**config.mk**
```make
export PLATFORM = sky130hd
export DESIGN_NAME = alu_md
export DESIGN_NICKNAME = d
export VERILOG_FILES = /design/src/rtl/alu_md.sv
export SDC_FILE = /design/constraint.sdc
export NUM_CORES = 1
export LEC_CHECK = 0
export ABC_CLOCK_PERIOD_IN_PS = 6340
export BUFFER_PORTS_ARGS = -buffer_cell sky130_fd_sc_hd__buf_2
export CORE_MARGIN = 5
export CORE_UTILIZATION = 63
export CTS_BUF_LIST = sky130_fd_sc_hd__clkbuf_16
export CTS_CLUSTER_SIZE = 40
export DETAILED_ROUTE_END_ITERATION = 7
export PLACE_DENSITY = 0.83
export RECOVER_POWER = 25
export SLEW_MARGIN = 15
export SYNTH_ARGS = -nofsm -noshare
export SYNTH_HDL_FRONTEND = slang
export SYNTH_SLANG_ARGS = --single-unit
export TNS_END_PERCENT = 20
```
**constraint.sdc**
```tcl
create_clock -name clk -period 6.34 [get_ports clk]
set_input_delay 0.317 -clock clk [delete_from_list [all_inputs] [get_ports clk]]
set_output_delay 0.317 -clock clk [all_outputs]
set_load 0.005 [all_outputs]
```
**src/rtl/alu_md.sv**
```systemverilog
// Iterative multiply/divide unit: radix-2 shift-add multiply and restoring divide on
// operand magnitudes, followed by one sign fix-up cycle, with fixed latency for every op.
module alu_md #(
  parameter int WIDTH = 32,
  parameter int CNT_W = $clog2(WIDTH) + 1
) (
  input  logic             clk,
  input  logic             reset,
  input  logic             in_valid,
  output logic             in_ready,
  input  logic [2:0]       md_op,
  input  logic [WIDTH-1:0] bus_a,
  input  logic [WIDTH-1:0] bus_b,
  input  logic             kill,
  output logic             out_valid,
  input  logic             out_ready,
  output logic [WIDTH-1:0] md_out,
  output logic             md_zero,
  output logic             busy,
  output logic [1:0]       dbg_state
);

  typedef enum logic [1:0] {IDLE = 2'd0, CALC = 2'd1, DONE = 2'd2} state_t;

  // Handshakes: a request transfers on an edge with in_valid && in_ready && !kill;
  // a result transfers on an edge with out_valid && out_ready && !kill.
  state_t state, state_nx;

  logic [CNT_W-1:0] cnt;
  logic [2:0]       op_q;
  logic [WIDTH:0]   hi;
  logic [WIDTH-1:0] lo;
  logic [WIDTH-1:0] m;
  logic             neg_q;
  logic [WIDTH-1:0] res;

  logic accept;
  logic last;
  assign accept = in_valid && (state == IDLE) && !kill;
  assign last   = (cnt == CNT_W'(WIDTH));

  always_comb begin
    state_nx = state;
    case (state)
      IDLE:    if (accept) state_nx = CALC;
      CALC:    if (last) state_nx = DONE;
      DONE:    if (out_ready) state_nx = IDLE;
      default: state_nx = IDLE;
    endcase
    if (kill) state_nx = IDLE;
  end

  always_ff @(posedge clk) begin
    if (reset) state <= IDLE;
    else       state <= state_nx;
  end

  // Operand preparation: magnitudes plus the sign the final result must carry.
  logic             a_sgn, b_sgn, a_neg, b_neg, b_zero, neg_in;
  logic [WIDTH-1:0] a_mag, b_mag;

  always_comb begin
    a_sgn  = (md_op == 3'd1) || (md_op == 3'd2) || (md_op == 3'd4) || (md_op == 3'd6);
    b_sgn  = (md_op == 3'd1) || (md_op == 3'd4) || (md_op == 3'd6);
    a_neg  = a_sgn && bus_a[WIDTH-1];
    b_neg  = b_sgn && bus_b[WIDTH-1];
    a_mag  = a_neg ? -bus_a : bus_a;
    b_mag  = b_neg ? -bus_b : bus_b;
    b_zero = (bus_b == '0);
    case (md_op)
      3'd1, 3'd2: neg_in = a_neg ^ b_neg;
      3'd4:       neg_in = (a_neg ^ b_neg) && !b_zero;  // x/0 stays all ones
      3'd6:       neg_in = a_neg;
      default:    neg_in = 1'b0;
    endcase
  end

  // One radix-2 step. Multiply: hi:lo is the product, lo shifts the multiplier out.
  // Divide: hi is the partial remainder, lo shifts dividend out and quotient in.
  logic [WIDTH:0]   sum, shifted, trial;
  logic [WIDTH:0]   hi_nx;
  logic [WIDTH-1:0] lo_nx;

  always_comb begin
    sum     = {1'b0, hi[WIDTH-1:0]} + {1'b0, (lo[0] ? m : '0)};
    shifted = {hi[WIDTH-1:0], lo[WIDTH-1]};
    trial   = shifted - {1'b0, m};
    if (!op_q[2]) begin
      hi_nx = {1'b0, sum[WIDTH:1]};
      lo_nx = {sum[0], lo[WIDTH-1:1]};
    end else if (!trial[WIDTH]) begin
      hi_nx = trial;
      lo_nx = {lo[WIDTH-2:0], 1'b1};
    end else begin
      hi_nx = shifted;
      lo_nx = {lo[WIDTH-2:0], 1'b0};
    end
  end

  logic [2*WIDTH-1:0] prod, prod_s;
  logic [WIDTH-1:0]   q_s, r_s, fix;

  always_comb begin
    prod   = {hi[WIDTH-1:0], lo};
    prod_s = neg_q ? -prod : prod;
    q_s    = neg_q ? -lo : lo;
    r_s    = neg_q ? -hi[WIDTH-1:0] : hi[WIDTH-1:0];
    case (op_q)
      3'd0:             fix = lo;
      3'd1, 3'd2, 3'd3: fix = prod_s[2*WIDTH-1:WIDTH];
      3'd4, 3'd5:       fix = q_s;
      default:          fix = r_s;
    endcase
  end

  always_ff @(posedge clk) begin
    if (reset) begin
      cnt   <= '0;
      op_q  <= '0;
      hi    <= '0;
      lo    <= '0;
      m     <= '0;
      neg_q <= 1'b0;
      res   <= '0;
    end else if (kill) begin
      cnt <= '0;
    end else if (accept) begin
      cnt   <= '0;
      op_q  <= md_op;
      neg_q <= neg_in;
      hi    <= '0;
      m     <= md_op[2] ? b_mag : a_mag;
      lo    <= md_op[2] ? a_mag : b_mag;
    end else if (state == CALC) begin
      if (last) begin
        res <= fix;
      end else begin
        hi  <= hi_nx;
        lo  <= lo_nx;
        cnt <= cnt + CNT_W'(1);
      end
    end
  end

  assign in_ready  = (state == IDLE);
  assign busy      = (state != IDLE);
  assign out_valid = (state == DONE);
  assign md_out    = out_valid ? res : '0;
  assign md_zero   = (md_out == '0);
  assign dbg_state = state;

endmodule

```
**Word-level counts from Yosys, hierarchy flattened**

Cells that the tools add are included.

- Latch bits: 0
- Bits of input ports: 72
- Bits in writable memories: 0
- Output and inout port bits: 38
- Flip-flop bits (word level): 140
- ROM bits: 0
- Memories kept: 0

- Shift operators: 0
- $add $sub $neg: 8
- Eq/ne operators: 16
- Multiplexer cells: 25
- Bitwise gates (word level): 4
- Divide/modulo/power cells: 0
- Multipliers: 0
- Reduce and logical (&&, ||, !) cells: 28
- $lt $le $gt $ge: 0

Operator list:

| cell | number |
|---|---|
| $mux 32 | 17 |
| $neg 32->32 | 4 |
| $pmux 32 s3 | 1 |
| $logic_not 32->1 | 2 |
| $mux 64 | 1 |
| $neg 64->64 | 1 |
| $add 32x32->33 | 1 |
| $sub 33x32->33 | 1 |
| $eq 3x3->1 const B | 4 |
| $eq 3x2->1 const B | 3 |
| $add 6x1->6 const B | 1 |
| $eq 3x1->1 const B | 2 |
| $eq 6x6->1 const B | 1 |
| $mux 2 | 3 |
| $pmux 2 s3 | 1 |
| $reduce_and 3->1 | 2 |
| $reduce_or 2->1 | 3 |
| $reduce_or 3->1 | 2 |
| $logic_and 1x1->1 | 5 |
| $logic_or 1x1->1 | 5 |
| $ne 2x1->1 const B | 2 |
| $ne 2x2->1 const B | 2 |
| $reduce_and 2->1 | 2 |
| $reduce_and 4->1 | 1 |
| 10 further kinds | 14 |

**Depth between registers and ports, before layout**

Gate-level depths: netlist (run 1).

- Word-level depth: 8
- Depth in mapped cells: 15
- Depth with buffers taken out: 14

**Worst setup path after synthesis (run 1)**

OpenSTA, ideal clock, no wires.

- Path type: register to register
- From: register lo[31]
- To: register hi[4]
- Arrival time: 3215 ps
- Path buffers: 1
- Slack: 3005 ps
- Period minus slack after synthesis: 3335 ps
- Stages on the path, launching flop included: 14
- Required time: 6220 ps
- Path through: dfxtp_1 > inv_1 > ha_1 > fa_1 > nand2b_1 > a21oi_1 > or3_1 > a21oi_1 > a311o_1 > a221oi_2 > buf_2 > mux2i_1 > nor2_1 > a211o_1

- Longest elaborated chain between the ends: 6

RTL lines:

| what | RTL line | RTL |
|---|---|---|
| start: declaration | 32 | `logic [WIDTH-1:0] lo;` |
| start signal: assignment | 133 | `lo <= md_op[2] ? a_mag : b_mag;` |
| start signal: assignment | 139 | `lo <= lo_nx;` |
| $sub 33x32->33 | 87 | `trial = shifted - {1'b0, m};` |
| $mux 32 | 91 | `end else if (!trial[WIDTH]) begin` |
| $mux 32 | 88 | `if (!op_q[2]) begin` |
| $mux 32 | 135 | `if (last) begin` |
| $mux 32 | 134 | `end else if (state == CALC) begin` |
| $mux 32 | 127 | `end else if (accept) begin` |
| end signal: assignment | 138 | `hi <= hi_nx;` |
| end: declaration | 31 | `logic [WIDTH:0] hi;` |

No other way between the ends. The select of a mux whose other input is x is not followed.
A chain may end at the register's enable or synchronous reset.

**Worst setup path after layout (run 1)**

- From: register state[1], in the netlist dbg_state[1]
- To: register hi[26]

- Longest elaborated chain between the ends: 5

RTL lines:

| what | RTL line | RTL |
|---|---|---|
| start: declaration | 27 | `state_t state, state_nx;` |
| start signal: assignment | 55 | `else state <= state_nx;` |
| $logic_not 2->1 | 39 | `assign accept = in_valid && (state == IDLE) && !kill;` |
| $logic_and 1x1->1 (2 in series) | 39 |  |
| $ne 2x2->1 (no source line) or $reduce_bool 2->1 (tied branches) | n/a |  |
| $reduce_and 3->1 (no source line) | n/a |  |

Parallel ways exist; a longest one is shown, timed or not.

==> results of run 1 <==
power by group through the flow:
stage	registers (W)	logic (W)	clock network (W)
floorplan	0.000943	0.000572	0
global placement	0.000972	0.000747	0
detailed placement	0.000973	0.000759	0
CTS	0.000953	0.000763	0.00105
global route	0.000959	0.000848	0.00109
finish	0.000956	0.000784	0.00106
routing by layer:
metal | GRT usage, % | routed length [µm]
met1 | 50.0 | 20700
met2 | 60.3 | 23000
met3 | 5.33 | 4970
met4 | 19.4 | 2920
met5 | 0 | 0
critical path: cells and delay by family, from the launching register on:
| family | cells | cell delay [ns] |
|---|---|---|
| buffers and inverters | 2 | 2.24 |
| and+or+nand+nor | 4 | 1.18 |
| DFF | 1 | 0.35 |
| AOI/OAI and AO/OA | 3 | 0.37 |
stage by stage:
step | area [µm²] | setup WS [ns]
global placement | 14900 | 2.45
CTS | 15500 | 2.41
detailed placement | 14900 | 2.43
floorplan | 14600 | 3.01
global route | 15500 | 1.68
finish | 15500 | 2.02
cells in the final DEF (no fill, tap or decap), types with 9 or more instances in the layout:
master / netlist / layout
o22ai_1: 12 / 12
mux2i_1: 53 / 53
o221ai_1: 18 / 18
nor3_1: 43 / 42
nor4_1: 20 / 20
o41ai_1: 16 / 16
o31ai_1: 32 / 32
buf_2: 6 / 107
inv_1: 74 / 75
ha_1: 70 / 70
nor2b_1: 16 / 16
nor2_1: 193 / 191
a21o_1: 23 / 23
a21oi_1: 196 / 196
xnor2_1: 100 / 100
xor2_1: 80 / 80
o21bai_1: 12 / 12
dfxtp_1: 140 / 138
or3_1: 23 / 23
o211ai_1: 53 / 53
o21a_1: 9 / 9
nand3_1: 30 / 30
nand2b_1: 22 / 22
nand2_1: 256 / 256
nand4_1: 16 / 16
clkbuf_16: 0 / 17
or4_1: 19 / 19
and2_1: 46 / 14
a211oi_1: 25 / 25
a31oi_1: 19 / 19
and2_0: 1 / 33
buf_4: 3 / 20
a22o_1: 18 / 18
o21ai_0: 157 / 157
Yosys cell counts (20+ instances only):
cell type	count
a211oi_1	25
a21oi_1	196
nor2_1	193
nand2b_1	22
nand3_1	30
inv_1	74
or3_1	23
nor4_1	20
mux2i_1	53
o211ai_1	53
ha_1	70
clkbuf_1	109
and2_1	46
nor3_1	43
nand2_1	256
o31ai_1	32
o21ai_0	157
a21o_1	23
xor2_1	80
xnor2_1	100
dfxtp_1	140
worst max-delay path by stage:
stage / cells after the start / endpoint
after global placement: 13 / hi[31]
after floorplan: 13 / hi[4]
after global routing: 9 / hi[26]
final: 9 / hi[26]
after CTS: 11 / hi[4]
after detailed placement: 11 / hi[4]
layout make-up:
type	instances	area (µm²)
multi-input combinational	1701	10800
fill	1993	7220
sequential	140	2810
timing repair buffer	131	702
clock buffer	17	425
tap	285	357
inverter	75	282
clock inverter	15	163
antenna	1	2.50
cell families after synthesis:
family	count (synthesis)
adder cells (fa/ha/maj)	72
flip-flops	140
buffers and inverters	232
AO/OA/AOI/OAI	664
XOR/XNOR	180
AND/OR/NAND/NOR	731
multiplexers	54
registers in the layout, indices dropped and copies added, names as in the netlist:
register and flops:
cnt 6, dbg_state 2, hi 32, lo 32, m 32, neg_q 1
op_q 3, res 32
==> flow_summary.toml, run 1 <==
[worst_setup_path]
r2r_slack_ns = 2.02
worstReg2RegEnd = "hi[26]"
r2r_start = "dbg_state[1]"
cpMaxStageDelayCell = "clkbuf_1"
startpoint_type = "flop"
crit_path_max_fanout = 69
cp_data_arrival_time_ns = 4.61
crit_required_ns = 6.64
max_stage_delay_ns = 2.16
cp-end-kind = "flop"
startpoint = "dbg_state[1]"
worstSetupPathType = "reg -> reg"
cp_common_cell = "nor2_1"
r2r_cells = 9
worstPathCellList = "nor2_1 > inv_1 > nor3b_1 > clkbuf_1 > nor2_1 > nand2_1 > o21ai_0 > a31oi_1 > a2111oi_0"

[power]
p_seq_share_pct = 34.2
switching_share_pct = 36.4
p_per_area_nw_per_um2 = 180
p_sw_w = 0.00102
combPwrFrac_pct = 28.1
p_clk_share_pct = 37.7
irDropWorstVdd_mv = 0.170
power_leakage_nw = 6.20
internal_power_w = 0.00178
p_total_w = 0.00280

[routing]
firstDrtPassIters = 6
drc = 0
antenna_left = 0
wl_um = 51600
num_vias = 15900
drt_iter0_markers = 1969
vias_per_cell = 6.73
wire_per_inst_um = 21.8

[finish]
nets = 2210
syn2layout_area_growth_pct = 6.09
drive_above_1_share_pct = 8.95
utilization_pct = 68.2
fin_cells = 2365

[timing]
finalHoldViolCount = 0
setup_tns_ns = 0
fin_crit_sh_pct = 68.1
slew_violations = 70
min_period_ns = 4.32
fmax_mhz = 232
rsz0062_at_grt = "no"
hold-worst-slack_ns = 0.156
max_slew_margin_pct = -103
skew_ns = 0.0145
setup_viol = 0
tightest_slew_ns = 3.04

[grt]
overflow = 0
grt_pass1_vias = 14500
grt_pass1_wl_um = 79500
grt_max_degree = 102
antenna_found_initial = 0
grt_usage_pct = 37.9

[clocking]
postCtsHoldBufs = 0
root_buffer = "clkbuf_16"
cts.sink_count = 140
cts_tree = "done"
clk_pin_slew_ns = 0.07
ctsHtreeMaxLevel = 4
clock_path_buffers = 2
clkLatencyLatePin_ns = 0.44
cts_setup_buffers = 0
cts_inserted_buffers = 17
cts.repair.resized = 0

[run_status]
outcome = "complete, but fails checks"
violations = "capacitance limit, slew limit"

[synthesis]
muxShareOfSynthArea_pct = 3.71
yosys.cell_types.count = 83
yosys-top-cells-area = "dfxtp_1, a21oi_1, nand2_1"
synth-async-reset-ratio_pct = 0
synthXorXnorAreaFrac_pct = 10.8
synth_warnings = 0
synth_top_family_by_area = "compound AO/OA/AOI/OAI gates"
synth_top_flop_cell = "dfxtp_1"
synth_compound_area_share_pct = 29.1
synthSimpleGateAreaFrac_pct = 23.7
synth-edff-count = 0
ys_ff_latch = 140
synth_cells = 2073
synth_adder_area_share_pct = 6.27
yosysTopAreaCell = "dfxtp_1"
syn_nets = 2217
yosysSeqAreaShare_pct = 19.2
synth_top_area_share_pct = 19.2
syn_area_um2 = 14600
syn_area_per_cell_um2 = 7.04

[min_path]
hp-start = "md_op[1]"
min_path_type = "in -> reg"
hold-path-endpoint = "op_q[1]"
whs_path_depth = 3

[placement]
place_inst = 2332
finalWeightedCongestion = 0.996
portBuffers = 109
dp_hpwl_um = 38900

[floorplan]
start_util_pct = 64.3
core_area_um2 = 22700
ioPinCount = 110
chipHeight_um = 162
die_area_um2 = 26300
num_rows = 55
die-width_um = 162

[job]
cap_viol_max_count = 1
(Power assumes the default switching activity.)
==> inputs of run 2 (changes only) <==
- ABC_CLOCK_PERIOD_IN_PS: 6340 -> 3500
- CORE_UTILIZATION: 63 -> 57
- PLACE_DENSITY: 0.83 -> 0.79
- clock period: 6.34 -> 3.5 ns (I/O delays scaled with it)
==> flow_summary.toml, run 2 (synthesis results as in run 1) <==
[run_status]
outcome = "complete, no violations"

[power]
p_clk_share_pct = 35.3
switching_share_pct = 36.5
p_sw_w = 0.00189
power_leakage_nw = 6.91
combPwrFrac_pct = 31.3
internal_power_w = 0.00327
p_seq_share_pct = 33.4
p_total_w = 0.00516
p_per_area_nw_per_um2 = 309
irDropWorstVdd_mv = 0.318

[routing]
vias_per_cell = 6.46
antenna_left = 0
wire_per_inst_um = 21.8
drc = 0
wl_um = 55500
firstDrtPassIters = 8
drt_iter0_markers = 1980
num_vias = 16500

[min_path]
whs_path_depth = 2
min_path_type = "in -> reg"
hold-path-endpoint = "dbg_state[0]"
hp-start = "kill"

[worst_setup_path]
cpMaxStageDelayCell = "or3_2"
crit_required_ns = 3.82
worstReg2RegEnd = "res[29]"
worstPathCellList = "buf_4 > or3_1 > or3_2 > or3_1 > or3_1 > or2_1 > nand2_1 > nand2_1 > xor2_1 > a222oi_1 > o21ai_1"
cp-end-kind = "flop"
worstSetupPathType = "reg -> reg"
r2r_slack_ns = 0.04
cp_data_arrival_time_ns = 3.78
r2r_start = "hi[0]"
crit_path_max_fanout = 8
startpoint_type = "flop"
crit_family = "simple AND/OR/NAND/NOR gates"
max_stage_delay_ns = 0.48
cp_common_cell = "or3_1"
path_buf_inv = 1
r2r_cells = 11

[placement]
dp_slack_ns = 0.0689
dp_hpwl_um = 43000
portBuffers = 109
place_inst = 2507
finalWeightedCongestion = 1.07

[finish]
nets = 2348
syn2layout_area_growth_pct = 14.5
drive_above_1_share_pct = 15.3
fin_cells = 2548
final_cell_mix = "nand2_1, nor2_1, a21oi_1"
layout_commonest_cell = "nand2_1"
nFillCells = 2279
utilization_pct = 66.4

[job]
cap_viol_max_count = 0

[floorplan]
start_util_pct = 58.0
die-width_um = 170
num_rows = 58
die_area_um2 = 28900
core_area_um2 = 25200
chipHeight_um = 170
ioPinCount = 110

[timing]
finalHoldViolCount = 0
min_period_ns = 3.46
setup_viol = 0
fmax_mhz = 289
fin_ws_ns = 0.0363
tightest_slew_ns = 1.06
skew_ns = 0.0229
max_slew_margin_pct = 29.3
slew_violations = 0
fin_crit_sh_pct = 99.0

[grt]
antenna_found_initial = 0
grt_pass1_wl_um = 83800
grt_pass1_vias = 15100
overflow = 0
grt_usage_pct = 36.6
grt_max_degree = 100

[clocking]
cts.sink_count = 140
cts_tree = "done"
root_buffer = "clkbuf_16"
ctsHtreeMaxLevel = 4
clock_path_buffers = 2
clkLatencyLatePin_ns = 0.45
cts_inserted_buffers = 17
clk_pin_slew_ns = 0.08
==> run 2: cell types whose count changed in the layout (fill, tap and decap cells not counted), sizes merged <==
cell         change
clkinv           +2
buf            +134
bufinv           -1
clkbuf           +3
inv              -1
dlygate4sd3      +1
==> run 2: final cells by class <==
type                            instances  area (µm²)  area share, %
Multi-Input combinational cell       1701       10800           64.7
Sequential cell                       140        2810           16.8
Timing Repair Buffer                  269        1830           10.9
Clock buffer                           17         425           2.54
Tap cell                              330         413           2.47
Inverter                               75         282           1.68
Clock inverter                         15         140          0.838
Antenna cell                            1        2.50         0.0150
==> run 2: stage by stage <==
stage | hold WS [ns] | setup TNS, ns | area (µm²)
global placement | 0.417 | 0 | 16000
detailed placement | 0.432 | 0 | 16000
floorplan | 0.311 | 0 | 14600
CTS | 0.0238 | 0 | 16600
finish | 0.0248 | 0 | 16700
global route | 0.0518 | -0.0204 | 16700
==> run 2: routing by layer <==
layer / share of wire, % / vias to the layer above / routed length, µm / GRT usage (%)
met3: 11 / 195 / 6200 / 8.50
met2: 44 / 938 / 24600 / 58.7
met4: 6.3 / 0 / 3500 / 18.7
li1: - / 7728 / - / -
met1: 38 / 7606 / 21200 / 45.8
met5: 0 / - / 0 / 0
==> run 2: timing repair <==
item,in CTS,in global routing
hold endpoints to repair,1,0
endpoints found under the setup margin,0,34
setup buffers,0,5
hold buffers,1,0
gates resized for setup,0,24
==> run 2: power groups by stage <==
stage                     Clock (W)  Combinational (W)  Sequential [W]
after floorplan                   0            0.00104         0.00171
after global placement            0            0.00149         0.00175
after detailed placement          0            0.00151         0.00176
after CTS                   0.00181            0.00152         0.00172
after global routing        0.00189            0.00173         0.00173
final                       0.00182            0.00162         0.00172
==> run 2: how the worst max path moves through the flow <==
stage / from / end / slack [ns] / cells past startpoint
global placement: hi[0] / res[29] / 0.1 / 11
global route: lo[31] / hi[25] / -0.01 / 14
CTS: m[10] / hi[26] / 0.02 / 11
detailed placement: lo[0] / hi[31] / 0.07 / 13
finish: hi[0] / res[29] / 0.04 / 11
floorplan: lo[31] / hi[4] / 0.17 / 13
